**config.mk**
```make
export PLATFORM = sky130hd
export DESIGN_NAME = sev_seg_scan
export DESIGN_NICKNAME = d
export VERILOG_FILES = /design/src/rtl/sev_seg_scan.sv
export SDC_FILE = /design/constraint.sdc
export NUM_CORES = 1
export LEC_CHECK = 0
export CORE_AREA = 2 2 94 96
export CTS_CLUSTER_SIZE = 30
export DETAILED_ROUTE_END_ITERATION = 7
export DIE_AREA = 0 0 96 98
export PLACE_DENSITY = 0.74
export SLEW_MARGIN = 10
export SYNTH_ARGS = -nofsm -noshare
export SYNTH_HDL_FRONTEND = slang
export SYNTH_SLANG_ARGS = --single-unit
```
**constraint.sdc**
```tcl
create_clock -name clk -period 2.5 [get_ports clk]
set_clock_uncertainty 0.05 [all_clocks]
set_input_delay 0.25 -clock clk [delete_from_list [all_inputs] [get_ports clk]]
set_output_delay 0.25 -clock clk [all_outputs]
set_load 0.01 [all_outputs]
```
**src/rtl/sev_seg_scan.sv**
```systemverilog
// sev_seg_scan
// Time-multiplexed driver for NUM_DIGITS common-anode 7-segment digits.
//
// Features: full hex decode, per-digit decimal point and blank,
// leading-zero suppression, an anti-ghost guard interval at the start
// of every digit slot, PWM brightness, and double-buffered loading so
// that a new value never shows up part-way through a frame.
//
// Ports
//   clk          system clock
//   rst_n        synchronous active-low reset
//   digit_data   4*NUM_DIGITS, nibble i = value of digit i
//   digit_blank  NUM_DIGITS, 1 = digit i dark
//   dp_in        NUM_DIGITS, 1 = decimal point i lit
//   load         1-cycle strobe capturing digit_data/digit_blank/dp_in
//   lz_suppress  1 = blank leading zeros
//   brightness   BRIGHT_W, 0 = off, all ones = full on
//   IO_SSEG_SEL  anode selects, active low
//   IO_SSEG      segments gfedcba (bit0 = a), active low
//   IO_SSEG_DP   decimal point, active low
//   frame_done   1-cycle pulse marking the start of a new frame on the pins
module sev_seg_scan #(
    parameter int NUM_DIGITS  = 4,
    parameter int DIGIT_TICKS = 100000,
    parameter int GUARD_TICKS = 1000,
    parameter int BRIGHT_W    = 4
) (
    input  logic                    clk,
    input  logic                    rst_n,
    input  logic [4*NUM_DIGITS-1:0] digit_data,
    input  logic [NUM_DIGITS-1:0]   digit_blank,
    input  logic [NUM_DIGITS-1:0]   dp_in,
    input  logic                    load,
    input  logic                    lz_suppress,
    input  logic [BRIGHT_W-1:0]     brightness,
    output logic [NUM_DIGITS-1:0]   IO_SSEG_SEL,
    output logic [6:0]              IO_SSEG,
    output logic                    IO_SSEG_DP,
    output logic                    frame_done
);

    localparam int TICK_W = (DIGIT_TICKS > 1) ? $clog2(DIGIT_TICKS) : 1;
    localparam int IDX_W  = $clog2(NUM_DIGITS);

    logic [TICK_W-1:0]       tick;
    logic [IDX_W-1:0]        idx;
    logic [BRIGHT_W-1:0]     pwm;
    logic [BRIGHT_W-1:0]     bright_s;

    logic [4*NUM_DIGITS-1:0] pend_data;
    logic [NUM_DIGITS-1:0]   pend_blank;
    logic [NUM_DIGITS-1:0]   pend_dp;
    logic                    pend_valid;

    logic [4*NUM_DIGITS-1:0] disp_data;
    logic [NUM_DIGITS-1:0]   disp_blank;
    logic [NUM_DIGITS-1:0]   disp_dp;
    logic                    lz_s;

    logic                    wrapped;

    logic                    tick_last;
    logic                    idx_last;
    logic                    boundary;
    logic                    in_guard;
    logic                    pwm_on;
    logic [NUM_DIGITS-1:0]   lz_blank;
    logic [NUM_DIGITS-1:0]   visible;
    logic                    lz_run;
    logic [3:0]              cur_nib;
    logic                    cur_vis;
    logic                    cur_dp;
    logic [6:0]              seg_dec;
    logic [NUM_DIGITS-1:0]   sel_next;
    logic [6:0]              seg_next;
    logic                    dp_next;

    assign tick_last = (tick == TICK_W'(DIGIT_TICKS - 1));
    assign idx_last  = (idx == IDX_W'(NUM_DIGITS - 1));
    assign boundary  = tick_last && idx_last;
    assign in_guard  = (tick < TICK_W'(GUARD_TICKS));

    // An all-ones level bypasses the comparison so full brightness
    // really is 100% duty rather than (2^W-1)/2^W.
    assign pwm_on = (bright_s == '1) || (pwm < bright_s);

    // Leading-zero mask: walk down from the top digit while the value is
    // zero; the first nonzero digit stops the run. Digit 0 is never blanked.
    always_comb begin
        lz_blank = '0;
        lz_run   = lz_s;
        for (int i = NUM_DIGITS - 1; i >= 1; i--) begin
            if (lz_run && (disp_data[i*4 +: 4] == 4'h0)) begin
                lz_blank[i] = 1'b1;
            end else begin
                lz_run = 1'b0;
            end
        end
    end

    assign visible = ~disp_blank & ~lz_blank;

    // Select the current digit's nibble, visibility and DP, and decide
    // which anode (if any) is driven this cycle.
    always_comb begin
        cur_nib  = 4'h0;
        cur_vis  = 1'b0;
        cur_dp   = 1'b0;
        sel_next = '1;
        for (int i = 0; i < NUM_DIGITS; i++) begin
            if (idx == IDX_W'(i)) begin
                cur_nib = disp_data[i*4 +: 4];
                cur_vis = visible[i];
                cur_dp  = disp_dp[i];
                if (!in_guard && visible[i] && pwm_on) begin
                    sel_next[i] = 1'b0;
                end
            end
        end
    end

    // Active-low hex decode, gfedcba.
    always_comb begin
        case (cur_nib)
            4'h0:    seg_dec = 7'h40;
            4'h1:    seg_dec = 7'h79;
            4'h2:    seg_dec = 7'h24;
            4'h3:    seg_dec = 7'h30;
            4'h4:    seg_dec = 7'h19;
            4'h5:    seg_dec = 7'h12;
            4'h6:    seg_dec = 7'h02;
            4'h7:    seg_dec = 7'h78;
            4'h8:    seg_dec = 7'h00;
            4'h9:    seg_dec = 7'h10;
            4'hA:    seg_dec = 7'h08;
            4'hB:    seg_dec = 7'h03;
            4'hC:    seg_dec = 7'h46;
            4'hD:    seg_dec = 7'h21;
            4'hE:    seg_dec = 7'h06;
            default: seg_dec = 7'h0E;
        endcase
    end

    assign seg_next = cur_vis ? seg_dec : 7'h7F;
    assign dp_next  = cur_vis ? ~cur_dp : 1'b1;

    always_ff @(posedge clk) begin
        if (!rst_n) begin
            tick        <= '0;
            idx         <= '0;
            pwm         <= '0;
            bright_s    <= '0;
            pend_data   <= '0;
            pend_blank  <= '0;
            pend_dp     <= '0;
            pend_valid  <= 1'b0;
            disp_data   <= '0;
            disp_blank  <= '1;
            disp_dp     <= '0;
            lz_s        <= 1'b0;
            wrapped     <= 1'b0;
            frame_done  <= 1'b0;
            IO_SSEG_SEL <= '1;
            IO_SSEG     <= 7'h7F;
            IO_SSEG_DP  <= 1'b1;
        end else begin
            tick <= tick_last ? '0 : tick + 1'b1;
            if (tick_last) begin
                idx <= idx_last ? '0 : idx + 1'b1;
            end
            pwm <= pwm + 1'b1;

            // Brightness is held for the whole slot; the new value is
            // first used in the guard, where the anodes are off anyway.
            if (tick == '0) begin
                bright_s <= brightness;
            end

            if (load) begin
                pend_data  <= digit_data;
                pend_blank <= digit_blank;
                pend_dp    <= dp_in;
                pend_valid <= 1'b1;
            end

            // Frame boundary: swap in the pending image. A load arriving in
            // this very cycle is forwarded straight to the display so it is
            // not delayed a whole frame.
            if (boundary) begin
                pend_valid <= 1'b0;
                lz_s       <= lz_suppress;
                if (load) begin
                    disp_data  <= digit_data;
                    disp_blank <= digit_blank;
                    disp_dp    <= dp_in;
                end else if (pend_valid) begin
                    disp_data  <= pend_data;
                    disp_blank <= pend_blank;
                    disp_dp    <= pend_dp;
                end
            end

            // Delayed one extra stage so the pulse lines up with the pins
            // showing the digit-0 guard of the new frame.
            wrapped     <= boundary;
            frame_done  <= wrapped;
            IO_SSEG_SEL <= sel_next;
            IO_SSEG     <= seg_next;
            IO_SSEG_DP  <= dp_next;
        end
    end

endmodule

```
# Yosys cells after proc, flatten, opt, wreduce, memory -nomap -nowiden
# Memory sizes are Yosys's and may differ from the RTL's. A register that Yosys moved wholly into a read port is not among the register bits.
# Cells that the tools add are included.
# totals
regBits	84
mem_bits_ro	112
input_bits	32
out_inout_bits	13
word_cells	92
n_memories	1
# memory_table
memory	depth	word_bits	read_ports	rd_clocked_by_memory_dff	write_ports	line_no	source
(name not given)	16	7	1	1	0	124	case (cur_nib)
# op_classes
addsub	3
magnitude_cmp	2
n_eq_ne	5
mux	28
bitwise_logic	5
n_reduce_logical	29
# ops
op	count
$mux 16	2
$mux 4	8
$add 17x1->17 const B	1
$eq 17x17->1 const B	1
$logic_not 17->1	1
$lt 17x10->1 const B	1
$mux 1	17
$logic_and 1x1->1	12
$logic_not 4->1	3
$reduce_and 2->1	6
$not 4->4	2
$add 4x1->4 const B	1
$and 4x4->4	1
$eq 2x2->1 const B	2
$eq 4x4->1 const B	1
$lt 4x4->1	1
$reduce_or 2->1	2
$add 2x1->2 const B	1
$eq 2x1->1 const B	1
$logic_not 1->1	2
$logic_not 2->1	1
$mux 2	1
$not 1->1	2
$reduce_bool 2->1	1
$logic_or 1x1->1	1

# Longest topological paths before layout
# Gate-level depths: netlist of run 1.
# logic_depth
ltp_word	15
mapped_depth	10
mapped_depth_nobuf	9

# Least setup slack after synthesis of run 1
# No wires, ideal clock.
# synth_path
path_type	reg2reg
startpoint	reg idx[0]
endpoint	reg IO_SSEG[3]
setup_time_ns	0.079
t_arrival_ns	2.554
required_ns	2.371
path_slack_ns	-0.183
path_stages_with_launch	10
synth_period_minus_slack_ns	2.683
cell_sequence	dfxtp_1 -> ha_1 -> buf_1 -> clkbuf_1 -> nor3b_1 -> a221oi_1 -> inv_1 -> ha_1 -> a211o_1 -> o211ai_1
# synth_via
elab_chain_cells	7
# synth_rtl
item	line_no	source
from (decl)	46	logic [IDX_W-1:0] idx;
from (signal assigned)	169	idx <= idx_last ? '0 : idx + 1'b1;
$logic_not 2->1	111	if (idx == IDX_W'(i)) begin
$mux 1 (4 in a row)	111	
$reduce_and 2->1 (no line)	n/a	
$logic_not 1->1 (no line)	n/a	
to (decl)	37	output logic [6:0] IO_SSEG,
# Parallel ways exist; a longest one is shown, timed or not.
# A chain may end at the register's enable or synchronous reset.

# Worst setup path in the final report of run 1
# Same ends and word-level chain as after synthesis.

==> impl_summary.txt, run 1 <==
----------------------------------------------------
[Worst setup path]
  Kind of end point of the critical path ... flop
  Startpoint of the lowest-slack register-to-register path ... idx[0]$_SDFFE_PN0N_
  WS Path Type ... flop to flop
  CP arrival ... 2530 ps
  Buf+Inv Stages, Crit Path ... 2
  Worst setup path start ... idx[0]$_SDFFE_PN0N_
  Family of cells with the greatest summed delay on the critical path ... compound AO/OA/AOI/OAI gates
  Worst path most repeated cell ... sky130_fd_sc_hd__ha_1
  Critical path's slowest cell ... sky130_fd_sc_hd__dfxtp_1
  Critical path capture point ... IO_SSEG[3]$_SDFF_PN1_
  Maximum fanout count along the critical path ... 13
  Reg2Reg Capture Point ... IO_SSEG[3]$_SDFF_PN1_
  Crit-path cells ... inv_1 > ha_1 > nor3b_1 > a221o_1 > buf_4 > ha_1 > a211o_1 > o211ai_1
  Startpoint type of the worst setup path ... flop
  Worst setup slack for register-to-register paths ... 200 ps
  Logic depth of the worst path, buffers included ... 8
  Required arrival time at the worst endpoint ... 2730 ps
  Delay of the slowest cell on the worst path ... 400 ps
  Number of cells on the worst reg-to-reg path ... 8

[Clock network]
  TritonCTS Buffers ... 9
  Sinks on Clock Net ... 91
  Maximum clock path buffer count ... 2
  Clock tree from TritonCTS ... built
  Clock latency reported for the late side of the worst-skew pair ... 350 ps
  Clock tree root driver cell ... sky130_fd_sc_hd__clkbuf_8
  Maximum level of the CTS H-tree ... 3
  Register clock-pin slew on the reported worst setup and hold paths ... 90 ps

[Logic synthesis]
  Mean area per synthesized cell ... 9.58 µm²
  Library cell with the largest summed area after synthesis ... sky130_fd_sc_hd__dfxtp_1
  Main synth FF type ... sky130_fd_sc_hd__dfxtp_1
  Fraction of synthesized cell area taken by the top area cell type ... 43.8%
  EDFF count, synth ... 0
  Warning count from the yosys run ... 0
  Fraction of the yosys area taken by sequential cells ... 43.8%
  Synthesized instance count ... 434
  Synthesized Nets ... 482
  Number of unique standard cell types used by synthesis ... 46
  Synth Register Bits ... 91
  Most numerous cell in the Yosys netlist ... sky130_fd_sc_hd__dfxtp_1
  Fraction of synthesis flops using an asynchronous set or reset pin ... 0%
  Area of the mapped netlist ... 4160 µm²
  Top cells by area, synth ... sky130_fd_sc_hd__dfxtp_1 44%, sky130_fd_sc_hd__mux2i_1 8.4%, sky130_fd_sc_hd__nor2b_1 5.0%
  Most instantiated cells after synthesis ... 91 x sky130_fd_sc_hd__dfxtp_1, 35 x sky130_fd_sc_hd__mux2i_1, 33 x sky130_fd_sc_hd__nor2b_1

[Pwr]
  Power Dens Cells ... 559 nW/µm²
  Portion of total power attributed to combinational logic ... 6.7%
  Switching power of the nets ... 0.595 mW
  Lkg Pwr ... 2.10 nW
  Relative contribution of sequential cells to total power ... 54.2%
  Final Total Pwr ... 2.78 mW
  Cell-internal power ... 2.18 mW
  Worst IR Drop VDD ... 421 µV
  Clk pwr share ... 39.1%
  Fraction of power spent switching nets ... 21.4%

[Placed design]
  Sum of net half-perimeters after detailed placement ... 5650 µm
  IO Port Bufs ... 44
  Global placer's final weighted congestion ... 0.880
  Pre-CTS WS ... 10.6 ps

[Timing]
  Max Fclk ... 0.434 GHz
  Post-route clock period utilization ... 92.1%
  Transition time of the tightest slew-check pin ... 648 ps
  Clock period minus worst slack ... 2300 ps
  Hold Vio Cnt, Final ... 0
  Setup WS post-layout ... 197 ps
  Setup Viol. Count Final ... 0
  RSZ-0062 raised after global routing ... no
  Number of pins exceeding their max-slew limit in the final report ... 0
  Sum of negative setup slack ... 0 ps
  Worst max-slew margin expressed relative to the limit ... 56.6%

[GRT]
  Overall global routing resource usage ... 18.1%
  Largest net degree at the start of global routing ... 40
  Wire length of the first global-routing pass ... 13600 µm
  Total congestion overflow after global routing ... 0
  Number of global-route vias before repair ... 2935
  Initial antenna violation count ... 0

[Layout]
  Layout-stage area growth over the synthesis result ... 19.4%
  Ant. Diodes ... 0
  Ratio of cells with drive above 1 in the final layout ... 9.52%
  Net total in the final layout ... 526
  Total of fill cells in the finished design ... 755

[Die]
  Core Area ... 8470 µm²
  Number of I/O pins ... 45
  Num rows ... 34
  Die Y-Extent ... 98 µm
  Area enclosed by the die boundary ... 9410 µm²
  Starting utilization of the core area ... 49.1%
  Horizontal die dimension ... 96 µm

[Drt]
  Average wire length per cell after detail routing ... 13.1 µm
  Final antenna-violating net count ... 0
  Via count ... 3013
  Remaining DRCs ... 0
  Number of DRC violations after detailed-routing iteration 0 ... 65
  Total wirelength of the detailed-routed design ... 7750 µm
  Drt via density ... 5.10
  1st-pass router iterations ... 4

[Run]
  Max-cap violation count ... 0

[Status]
  Run status ... finished, final reports clean

[Min path]
  Worst min-delay path class ... flop to flop

----------------------------------------------------
[flip-flops by register name, summed over array words and instances (netlist names), 2 cells and up]
signal and flops:
IO_SSEG 7, pend_dp 4, tick 17, disp_data 16, disp_blank 4, pend_blank 4
idx 2, bright_s 4, IO_SSEG_SEL 4, pwm 4, pend_data 16, disp_dp 4
[repair_timing]
action | CTS | global route
setup buffers | 0 | 2
setup endpoints to repair | 1 | 5
hold buffers | 0 | 0
resized for setup | 1 | 1
pin swaps | 0 | 1
[stage by stage]
step	utilization (%)	hold slack, ps	std cells	instance area, µm²
6_report	58.7	412	591	4970
5_1_grt	58.7	431	591	4970
4_1_cts	58.5	421	589	4950
3_5_place_dp	55.7	385	573	4720
3_3_place_gp	55.7	400	573	4720
2_1_floorplan	-	362	434	4170
[worst register-to-register path: stages (launching register included)]
cell and delay, ps:
sky130_fd_sc_hd__dfxtp_1 400, sky130_fd_sc_hd__inv_1 100, sky130_fd_sc_hd__ha_1 350, sky130_fd_sc_hd__nor3b_1 200
sky130_fd_sc_hd__a221o_1 320, sky130_fd_sc_hd__buf_4 160, sky130_fd_sc_hd__ha_1 290, sky130_fd_sc_hd__a211o_1 270
sky130_fd_sc_hd__o211ai_1 90
[per-layer routing]
metal	part of all wire, %	up-vias	routed length (µm)	GRT usage, %
li1	-	1564	-	-
met2	49	45	3810	30.2
met1	46	1398	3560	22.7
met5	0	-	0	0
met4	0.77	0	60	4.62
met3	4.0	6	309	5.25
[power by group through the flow]
stage               clock network [mW]  registers, mW  logic [mW]
floorplan                            0           1.54       0.115
global placement                     0           1.54       0.184
detailed placement                   0           1.54       0.188
CTS                               1.12           1.51       0.190
global route                      1.18           1.51       0.211
finish                            1.09           1.51       0.186
[worst min-delay path by stage]
| stage | startpoint | to | slack, ps | depth (start not counted) |
|---|---|---|---|---|
| 2_1_floorplan | wrapped$_SDFF_PN0_ | frame_done$_SDFF_PN0_ | 360 | 1 |
| 3_3_place_gp | wrapped$_SDFF_PN0_ | frame_done$_SDFF_PN0_ | 400 | 1 |
| 3_5_place_dp | wrapped$_SDFF_PN0_ | frame_done$_SDFF_PN0_ | 390 | 1 |
| 4_1_cts | pwm[0]$_SDFF_PN0_ | pwm[0]$_SDFF_PN0_ | 420 | 1 |
| 5_1_grt | wrapped$_SDFF_PN0_ | frame_done$_SDFF_PN0_ | 430 | 1 |
| 6_report | pwm[0]$_SDFF_PN0_ | pwm[0]$_SDFF_PN0_ | 410 | 1 |
[cells in the final DEF (no fill, tap or decap), drive strengths merged, types with 3 or more instances in the layout]
master         Yosys  routed
dfxtp             91      91
clkdlybuf4s50      0      44
mux2i             35      35
nor2b             33      33
nand2             28      28
nand3             25      25
nor2              24      24
inv               21      21
nand2b            18      18
and2              18      18
ha                16      16
buf                7      11
a21oi             10      10
mux2              10      10
xor2              10      10
clkbuf            15      10
nand4              9       9
xnor2              7       7
nor4               6       6
o21ai              5       5
nor3               5       5
nand3b             4       4
a211oi             4       4
o211ai             4       4
and3               4       4
nor3b              3       3
and4               3       3
[cell families after synthesis]
group | Yosys count | share of synthesized area (%)
compound gates | 38 | 6.80
mux | 45 | 12.0
xor+xnor | 17 | 3.58
flops | 91 | 43.8
buf+inv | 43 | 4.12
simple gates | 184 | 24.8
fa+ha+maj | 16 | 4.81
[final cells by class]
cell class                 instances  area [µm²]  area share, %
clock buffer                      10         138           2.77
clock inverter                     6        88.8           1.79
inverter                          21        78.8           1.59
multi-input combinational        300        2180           43.9
sequential                        91        1820           36.7
tap                              108         135           2.72
timing repair buffer              55         523           10.5
Power figures use the tool's default switching activity.
==> run 2: changes to the inputs <==
==> config.mk (replaced) <==
export PLATFORM = sky130hd
export DESIGN_NAME = sev_seg_scan
export DESIGN_NICKNAME = d
export VERILOG_FILES = /design/src/rtl/sev_seg_scan.sv
export SDC_FILE = /design/constraint.sdc
export NUM_CORES = 1
export LEC_CHECK = 0
export ABC_AREA = 1
export CORE_AREA = 2 2 95 97
export CTS_CLUSTER_DIAMETER = 80
export CTS_CLUSTER_SIZE = 30
export DETAILED_ROUTE_END_ITERATION = 7
export DIE_AREA = 0 0 97 99
export PLACE_DENSITY = 0.74
export SLEW_MARGIN = 15
export SYNTH_ARGS = -nofsm -noshare
export SYNTH_HDL_FRONTEND = slang
export SYNTH_SLANG_ARGS = --single-unit
==> run 2 against run 1 <==
Power is 3.6% lower. Non-clock buffer count is 4 lower. Area after synthesis is 2.3% higher. Sequential power hardly changed. Via count is 21% higher. First-iteration DRC count grew to 2.6 times the previous value. Largest cell class unchanged. Critical endpoint is now IO_SSEG[0]$_SDFF_PN1_. Die area is 2.1% higher. Final area is 0.10% higher. Sequential cell count stayed put. Routed wire length is 13% higher. Utilization is 0.53 points lower. Worst setup slack better by 110 ps.
==> impl_summary.txt, run 2 <==
----------------------------------------------------
[Timing]
  Hold Vio Cnt, Final ... 0
  Max Fclk ... 0.455 GHz
  Clock period minus worst slack ... 2200 ps
  Sum of negative setup slack ... 0 ps
  RSZ-0062 raised after global routing ... no
  Number of pins exceeding their max-slew limit in the final report ... 0
  Transition time of the tightest slew-check pin ... 643 ps
  Setup Viol. Count Final ... 0
  Post-route clock period utilization ... 87.8%
  Worst max-slew margin expressed relative to the limit ... 56.6%

[GRT]
  Global routing met1 resource utilization ... 22.7%
  Global-route layer with the greatest usage ... met2
  GR Util met3 ... 5.18%
  Met2 layer usage reported by global route ... 35.0%
  Initial antenna violation count ... 0
  Largest net degree at the start of global routing ... 36
  Number of global-route vias before repair ... 3504
  Total congestion overflow after global routing ... 0
  Wire length of the first global-routing pass ... 15400 µm
  Overall global routing resource usage ... 19.3%

[Layout]
  Layout-stage area growth over the synthesis result ... 16.8%
  Most common cell after layout, fill and taps aside ... sky130_fd_sc_hd__nand2_1
  Post-route design area ... 4970 µm²
  Core Util, Final ... 58.1%
  Largest registers ... tick: 17 flops, disp_data: 16 flops, pend_data: 16 flops
  Post-route insts no fill ... 741
  Ant. Diodes ... 0
  Number of flip-flops in the largest register ... 17
  Register containing the most flip-flops in the final layout ... tick
  Total of fill cells in the finished design ... 811
  Net total in the final layout ... 678
  Commonest cells after routing, fill and taps aside ... 136 x sky130_fd_sc_hd__nand2_1, 91 x sky130_fd_sc_hd__dfxtp_1, 88 x sky130_fd_sc_hd__nor2_1
  Ratio of cells with drive above 1 in the final layout ... 4.74%

[Clock network]
  Maximum clock path buffer count ... 2
  Clock latency reported for the late side of the worst-skew pair ... 360 ps
  Sinks on Clock Net ... 91
  Clock tree root driver cell ... sky130_fd_sc_hd__clkbuf_8
  Post-CTS setup-driven buffer insertion count ... 0
  TritonCTS Buffers ... 9
  Maximum level of the CTS H-tree ... 3
  Resized cells post-CTS ... 0
  Register clock-pin slew on the reported worst setup and hold paths ... 80 ps
  Number of buffers added to fix hold violations after cts ... 0
  Clock tree from TritonCTS ... built

[Placed design]
  IO Port Bufs ... 44
  Global placer's final weighted congestion ... 0.912
  Sum of net half-perimeters after detailed placement ... 6430 µm
  Cell total after placement ... 727
  Area of placed instances ... 4790 µm²

[Logic synthesis]
  Main synth FF type ... sky130_fd_sc_hd__dfxtp_1
  Warning count from the yosys run ... 0
  Adder-cell share of the synthesized area ... 4.70%
  Most numerous cell in the Yosys netlist ... sky130_fd_sc_hd__nand2_1
  Post-synthesis share of cell area spent on xor and xnor gates ... 1.44%
  Fraction of synthesized area in multiplexers ... 5.65%
  Area of the mapped netlist ... 4260 µm²
  Number of unique standard cell types used by synthesis ... 27
  Synth Register Bits ... 91
  Fraction of the yosys area taken by sequential cells ... 42.8%
  Synthesized Nets ... 635
  Mean area per synthesized cell ... 7.25 µm²
  Synthesized-area fraction occupied by ao, oa, aoi and oai cells ... 5.62%
  Library cell with the largest summed area after synthesis ... sky130_fd_sc_hd__dfxtp_1
  Top cells by area, synth ... sky130_fd_sc_hd__dfxtp_1 43%, sky130_fd_sc_hd__nand2_1 12%, sky130_fd_sc_hd__nor2_1 7.8%
  Largest family of logic cells by synthesized area ... simple AND/OR/NAND/NOR gates
  Fraction of synthesis flops using an asynchronous set or reset pin ... 0%
  Most instantiated cells after synthesis ... 136 x sky130_fd_sc_hd__nand2_1, 91 x sky130_fd_sc_hd__dfxtp_1, 88 x sky130_fd_sc_hd__nor2_1
  Synthesized instance count ... 587
  EDFF count, synth ... 0
  Fraction of synthesized cell area taken by the top area cell type ... 42.8%
  Simple-gate portion of the synthesized area ... 30.1%

[Worst setup path]
  Required arrival time at the worst endpoint ... 2710 ps
  Number of cells on the worst reg-to-reg path ... 14
  Startpoint type of the worst setup path ... flop
  WS Path Type ... flop to flop
  Maximum fanout count along the critical path ... 8
  Kind of end point of the critical path ... flop
  CP arrival ... 2410 ps

[Min path]
  Worst min-delay path class ... flop to flop
  Hold depth ... 2

[Run]
  Max-cap violation count ... 0

[Die]
  Number of I/O pins ... 45
  Starting utilization of the core area ... 49.8%
  Die Y-Extent ... 99 µm
  Core Area ... 8550 µm²
  Area enclosed by the die boundary ... 9600 µm²
  Num rows ... 34
  Horizontal die dimension ... 97 µm

[Drt]
  Average wire length per cell after detail routing ... 11.8 µm
  Total wirelength of the detailed-routed design ... 8730 µm
  Number of DRC violations after detailed-routing iteration 0 ... 171
  Final antenna-violating net count ... 0
  Drt via density ... 4.94
  Via count ... 3660
  Remaining DRCs ... 0
  1st-pass router iterations ... 5

[Pwr]
  Power Dens Cells ... 539 nW/µm²
  Lkg Pwr ... 2.28 nW
  Final Total Pwr ... 2.68 mW
  Worst IR Drop VDD ... 280 µV

[Status]
  Run status ... finished, final reports clean

----------------------------------------------------
-- run 2: cell count changes in the layout (fill, tap and decap cells not counted), moves of 28 or more --
cell / delta
sky130_fd_sc_hd__inv_1: +58
sky130_fd_sc_hd__nand2_1: +108
sky130_fd_sc_hd__nand3_1: +28
sky130_fd_sc_hd__nor2_1: +64
sky130_fd_sc_hd__nor2b_1: -33
-- run 2: layer usage --
metal | routed length [µm] | vias up
met4 | 128 | 0
met5 | 0 | -
li1 | - | 1910
met1 | 3820 | 1651
met2 | 4360 | 87
met3 | 422 | 12
-- run 2: worst paths after layout --
kind	start	endpoint	slack [ps]
worst min-delay path	wrapped$_SDFF_PN0_	frame_done$_SDFF_PN0_	390
worst max-delay path	idx[1]$_SDFFE_PN0N_	IO_SSEG[0]$_SDFF_PN1_	300
worst min register to register	wrapped$_SDFF_PN0_	frame_done$_SDFF_PN0_	390
worst max register to register	idx[1]$_SDFFE_PN0N_	IO_SSEG[0]$_SDFF_PN1_	300
-- run 2: cell families (layout without fill, tap and decap cells) --
| group | count (synthesis) | count (layout) |
|---|---|---|
| AO/OA/AOI/OAI | 46 | 46 |
| adder cells (fa/ha/maj) | 16 | 16 |
| XOR/XNOR | 7 | 7 |
| buffers and inverters | 103 | 149 |
| multiplexers | 24 | 24 |
| flip-flops | 91 | 91 |
| AND/OR/NAND/NOR | 300 | 300 |
-- run 2: layout make-up --
class	count	area, µm²	share of cell area, %
Tap cell	108	135	2.72
Timing Repair Buffer	51	493	9.92
Clock buffer	12	145	2.92
Clock inverter	2	37.5	0.755
Sequential cell	91	1820	36.6
Multi-Input combinational cell	393	2020	40.7
Inverter	84	315	6.34
-- run 2: stage by stage --
| stage | setup slack (ps) | hold slack [ps] |
|---|---|---|
| 4_1_cts | 321 | 390 |
| 3_5_place_dp | 328 | 357 |
| 5_1_grt | 44.8 | 390 |
| 6_report | 304 | 391 |
| 2_1_floorplan | 513 | 303 |
| 3_3_place_gp | 438 | 371 |
-- run 2: critical path, stage by stage, from the launching register on --
cell and delay, ps:
sky130_fd_sc_hd__dfxtp_1 370, sky130_fd_sc_hd__inv_1 90, sky130_fd_sc_hd__ha_1 240, sky130_fd_sc_hd__inv_1 200
sky130_fd_sc_hd__nand3_1 90, sky130_fd_sc_hd__nand2_1 80, sky130_fd_sc_hd__nand2_1 40, sky130_fd_sc_hd__nand2_1 140
sky130_fd_sc_hd__inv_1 120, sky130_fd_sc_hd__ha_1 260, sky130_fd_sc_hd__nand3b_1 190, sky130_fd_sc_hd__nand2_1 70
sky130_fd_sc_hd__nor2_1 40, sky130_fd_sc_hd__nor2_1 80, sky130_fd_sc_hd__nand2_1 50
-- run 2: report_power, final --
| group | leakage [nW] | switching (mW) | internal (mW) | total, mW |
|---|---|---|---|---|
| combinational | 1.45 | 0.110 | 0.102 | 0.211 |
| sequential | 0.741 | 0.0149 | 1.49 | 1.50 |
| clock | 0.0885 | 0.486 | 0.480 | 0.965 |
==> run 3: changes to the inputs <==
--- a/config.mk
+++ b/config.mk
@@ -6,12 +6,12 @@
 export NUM_CORES = 1
 export LEC_CHECK = 0
 export ABC_AREA = 1
-export CORE_AREA = 2 2 95 97
+export CORE_AREA = 2 2 91 93
 export CTS_CLUSTER_DIAMETER = 80
 export CTS_CLUSTER_SIZE = 30
 export DETAILED_ROUTE_END_ITERATION = 7
-export DIE_AREA = 0 0 97 99
-export PLACE_DENSITY = 0.74
+export DIE_AREA = 0 0 93 95
+export PLACE_DENSITY = 0.77
 export SLEW_MARGIN = 15
 export SYNTH_ARGS = -nofsm -noshare
 export SYNTH_HDL_FRONTEND = slang
==> constraint.sdc (replaced) <==
create_clock -name clk -period 2.4 [get_ports clk]
set_clock_uncertainty 0.05 [all_clocks]
set_input_delay 0.24 -clock clk [delete_from_list [all_inputs] [get_ports clk]]
set_output_delay 0.24 -clock clk [all_outputs]
set_load 0.01 [all_outputs]
==> run 3 against run 2 <==
Register-to-register slack got worse by 20 ps. Clock-buffer cell count decreased by 2. First-iteration DRC count decreased by 13%. Maximum frequency increased by 3.6%. Worst setup slack got worse by 24 ps. Power increased by 2.9%. Utilization increased by 5.0 points. Highest routed layer unchanged.
==> impl_summary.txt, run 3 (synthesis gave the netlist of run 2 again) <==
----------------------------------------------------
[Die]
  Num rows ... 33
  Starting utilization of the core area ... 53.7%
  Number of I/O pins ... 45
  Die Y-Extent ... 95 µm
  Area enclosed by the die boundary ... 8840 µm²
  Core Area ... 7930 µm²
  Horizontal die dimension ... 93 µm

[Timing]
  Hold Vio Cnt, Final ... 0
  Sum of negative setup slack ... 0 ps
  Transition time of the tightest slew-check pin ... 726 ps
  Max Fclk ... 0.472 GHz
  Number of pins exceeding their max-slew limit in the final report ... 0
  Setup Viol. Count Final ... 0
  Clock period minus worst slack ... 2120 ps
  Post-route clock period utilization ... 88.3%
  Hold WS ... 385 ps
  RSZ-0062 raised after global routing ... no
  Worst max-slew margin expressed relative to the limit ... 50.9%

[Worst setup path]
  Kind of end point of the critical path ... flop
  Family of cells with the greatest summed delay on the critical path ... simple AND/OR/NAND/NOR gates
  Startpoint type of the worst setup path ... flop
  Worst path most repeated cell ... sky130_fd_sc_hd__nand2_1
  Maximum fanout count along the critical path ... 8
  Required arrival time at the worst endpoint ... 2600 ps
  Critical path's slowest cell ... sky130_fd_sc_hd__dfxtp_1
  CP arrival ... 2320 ps
  Buf+Inv Stages, Crit Path ... 4
  Delay of the slowest cell on the worst path ... 370 ps
  WS Path Type ... flop to flop
  Crit-path cells ... inv_1 > ha_1 > inv_2 > nand3_1 > nand2_1 > nand2_1 > nand2_2 > inv_1 > ha_1 > nand3b_1 > nand3_1 > nand2_1 > inv_1 > nand2_1

[Pwr]
  Relative contribution of sequential cells to total power ... 56.8%
  Worst IR Drop VDD ... 312 µV
  Fraction of power spent switching nets ... 24.8%
  Switching power of the nets ... 0.683 mW
  Final Total Pwr ... 2.76 mW
  Portion of total power attributed to combinational logic ... 8.2%
  Power Dens Cells ... 551 nW/µm²
  Clk pwr share ... 35.0%
  Cell-internal power ... 2.07 mW
  Lkg Pwr ... 2.30 nW

[Drt]
  Average wire length per cell after detail routing ... 11.6 µm
  Total wirelength of the detailed-routed design ... 8640 µm
  Final antenna-violating net count ... 0
  Number of DRC violations after detailed-routing iteration 0 ... 149
  Via count ... 3697
  1st-pass router iterations ... 5
  Remaining DRCs ... 0
  Drt via density ... 4.97

[GRT]
  Initial antenna violation count ... 0
  Total congestion overflow after global routing ... 0
  Overall global routing resource usage ... 21.2%
  Largest net degree at the start of global routing ... 25
  Wire length of the first global-routing pass ... 15000 µm
  Number of global-route vias before repair ... 3541

[Clock network]
  Maximum level of the CTS H-tree ... 3
  TritonCTS Buffers ... 9
  Register clock-pin slew on the reported worst setup and hold paths ... 90 ps
  Post-CTS setup-driven buffer insertion count ... 0
  Maximum clock path buffer count ... 2
  Sinks on Clock Net ... 91
  Clock tree from TritonCTS ... built
  Clock latency reported for the late side of the worst-skew pair ... 350 ps
  Clock tree root driver cell ... sky130_fd_sc_hd__clkbuf_8

[Layout]
  Register containing the most flip-flops in the final layout ... tick
  Post-route design area ... 5000 µm²
  Total of fill cells in the finished design ... 757
  Largest registers ... tick: 17 flops, disp_data: 16 flops, pend_data: 16 flops
  Most common cell after layout, fill and taps aside ... sky130_fd_sc_hd__nand2_1
  Net total in the final layout ... 682
  Ratio of cells with drive above 1 in the final layout ... 6.42%
  Number of flip-flops in the largest register ... 17
  Ant. Diodes ... 0
  Layout-stage area growth over the synthesis result ... 17.6%
  Core Util, Final ... 63.1%
  Commonest cells after routing, fill and taps aside ... 135 x sky130_fd_sc_hd__nand2_1, 91 x sky130_fd_sc_hd__dfxtp_1, 88 x sky130_fd_sc_hd__nor2_1

[Run]
  Max-cap violation count ... 0

[Status]
  Run status ... finished, final reports clean

[Min path]
  Worst min-delay path class ... flop to flop

[Placed design]
  IO Port Bufs ... 44
  Area of placed instances ... 4810 µm²
  Sum of net half-perimeters after detailed placement ... 6580 µm
  Global placer's final weighted congestion ... 0.921

----------------------------------------------------
## run 3: final timing paths
kind                       start                    end  slack, ps  cells past startpoint
max reg2reg  idx[1]$_SDFFE_PN0N_  IO_SSEG[3]$_SDFF_PN1_        280                     14
min           wrapped$_SDFF_PN0_  frame_done$_SDFF_PN0_        380                      2
min reg2reg   wrapped$_SDFF_PN0_  frame_done$_SDFF_PN0_        380                      2
max          idx[1]$_SDFFE_PN0N_  IO_SSEG[3]$_SDFF_PN1_        280                     14
## run 3: worst register-to-register path, delay by kind of cell, from the launching register on
family / cells / cell delay [ps]
buf+inv: 4 / 370
simple gates: 8 / 750
flops: 1 / 370
fa+ha+maj: 2 / 490
## run 3: area by class of cell
type,instances,area (µm²),share of cell area [%]
Inverter,84,315,6.30
Tap cell,105,131,2.63
Sequential cell,91,1820,36.4
Timing Repair Buffer,55,523,10.5
Clock buffer,10,138,2.75
Clock inverter,6,46.3,0.925
Multi-Input combinational cell,393,2030,40.5
## run 3: timing repair
| item | in CTS | in global routing |
|---|---|---|
| endpoints found under the setup margin | 0 | 2 |
| gates resized for setup | 0 | 3 |
| endpoints found under the hold margin | 0 | 0 |
| hold buffers | 0 | 0 |
## run 3: power groups by stage
| stage | registers, mW | logic (mW) | clock network [mW] |
|---|---|---|---|
| 2_1_floorplan | 1.60 | 0.136 | 0 |
| 4_1_cts | 1.57 | 0.228 | 1.00 |
| 3_5_place_dp | 1.60 | 0.227 | 0 |
| 3_3_place_gp | 1.60 | 0.219 | 0 |
| 5_1_grt | 1.57 | 0.253 | 1.06 |
| 6_report | 1.57 | 0.225 | 0.965 |
## run 3: metal layers
layer  GRT usage, %  routed length, µm  vias to the layer above
met2           39.6               4400                       56
met4           7.11                136                        0
met5              0                  0                        -
li1               -                  -                     1920
met1           24.7               3870                     1708
met3           3.11                233                       13
## run 3: per-stage QoR
step	std cells	setup slack [ps]
global placement	728	309
floorplan	587	413
finish	744	280
CTS	744	147
global route	744	58.8
detailed placement	728	170
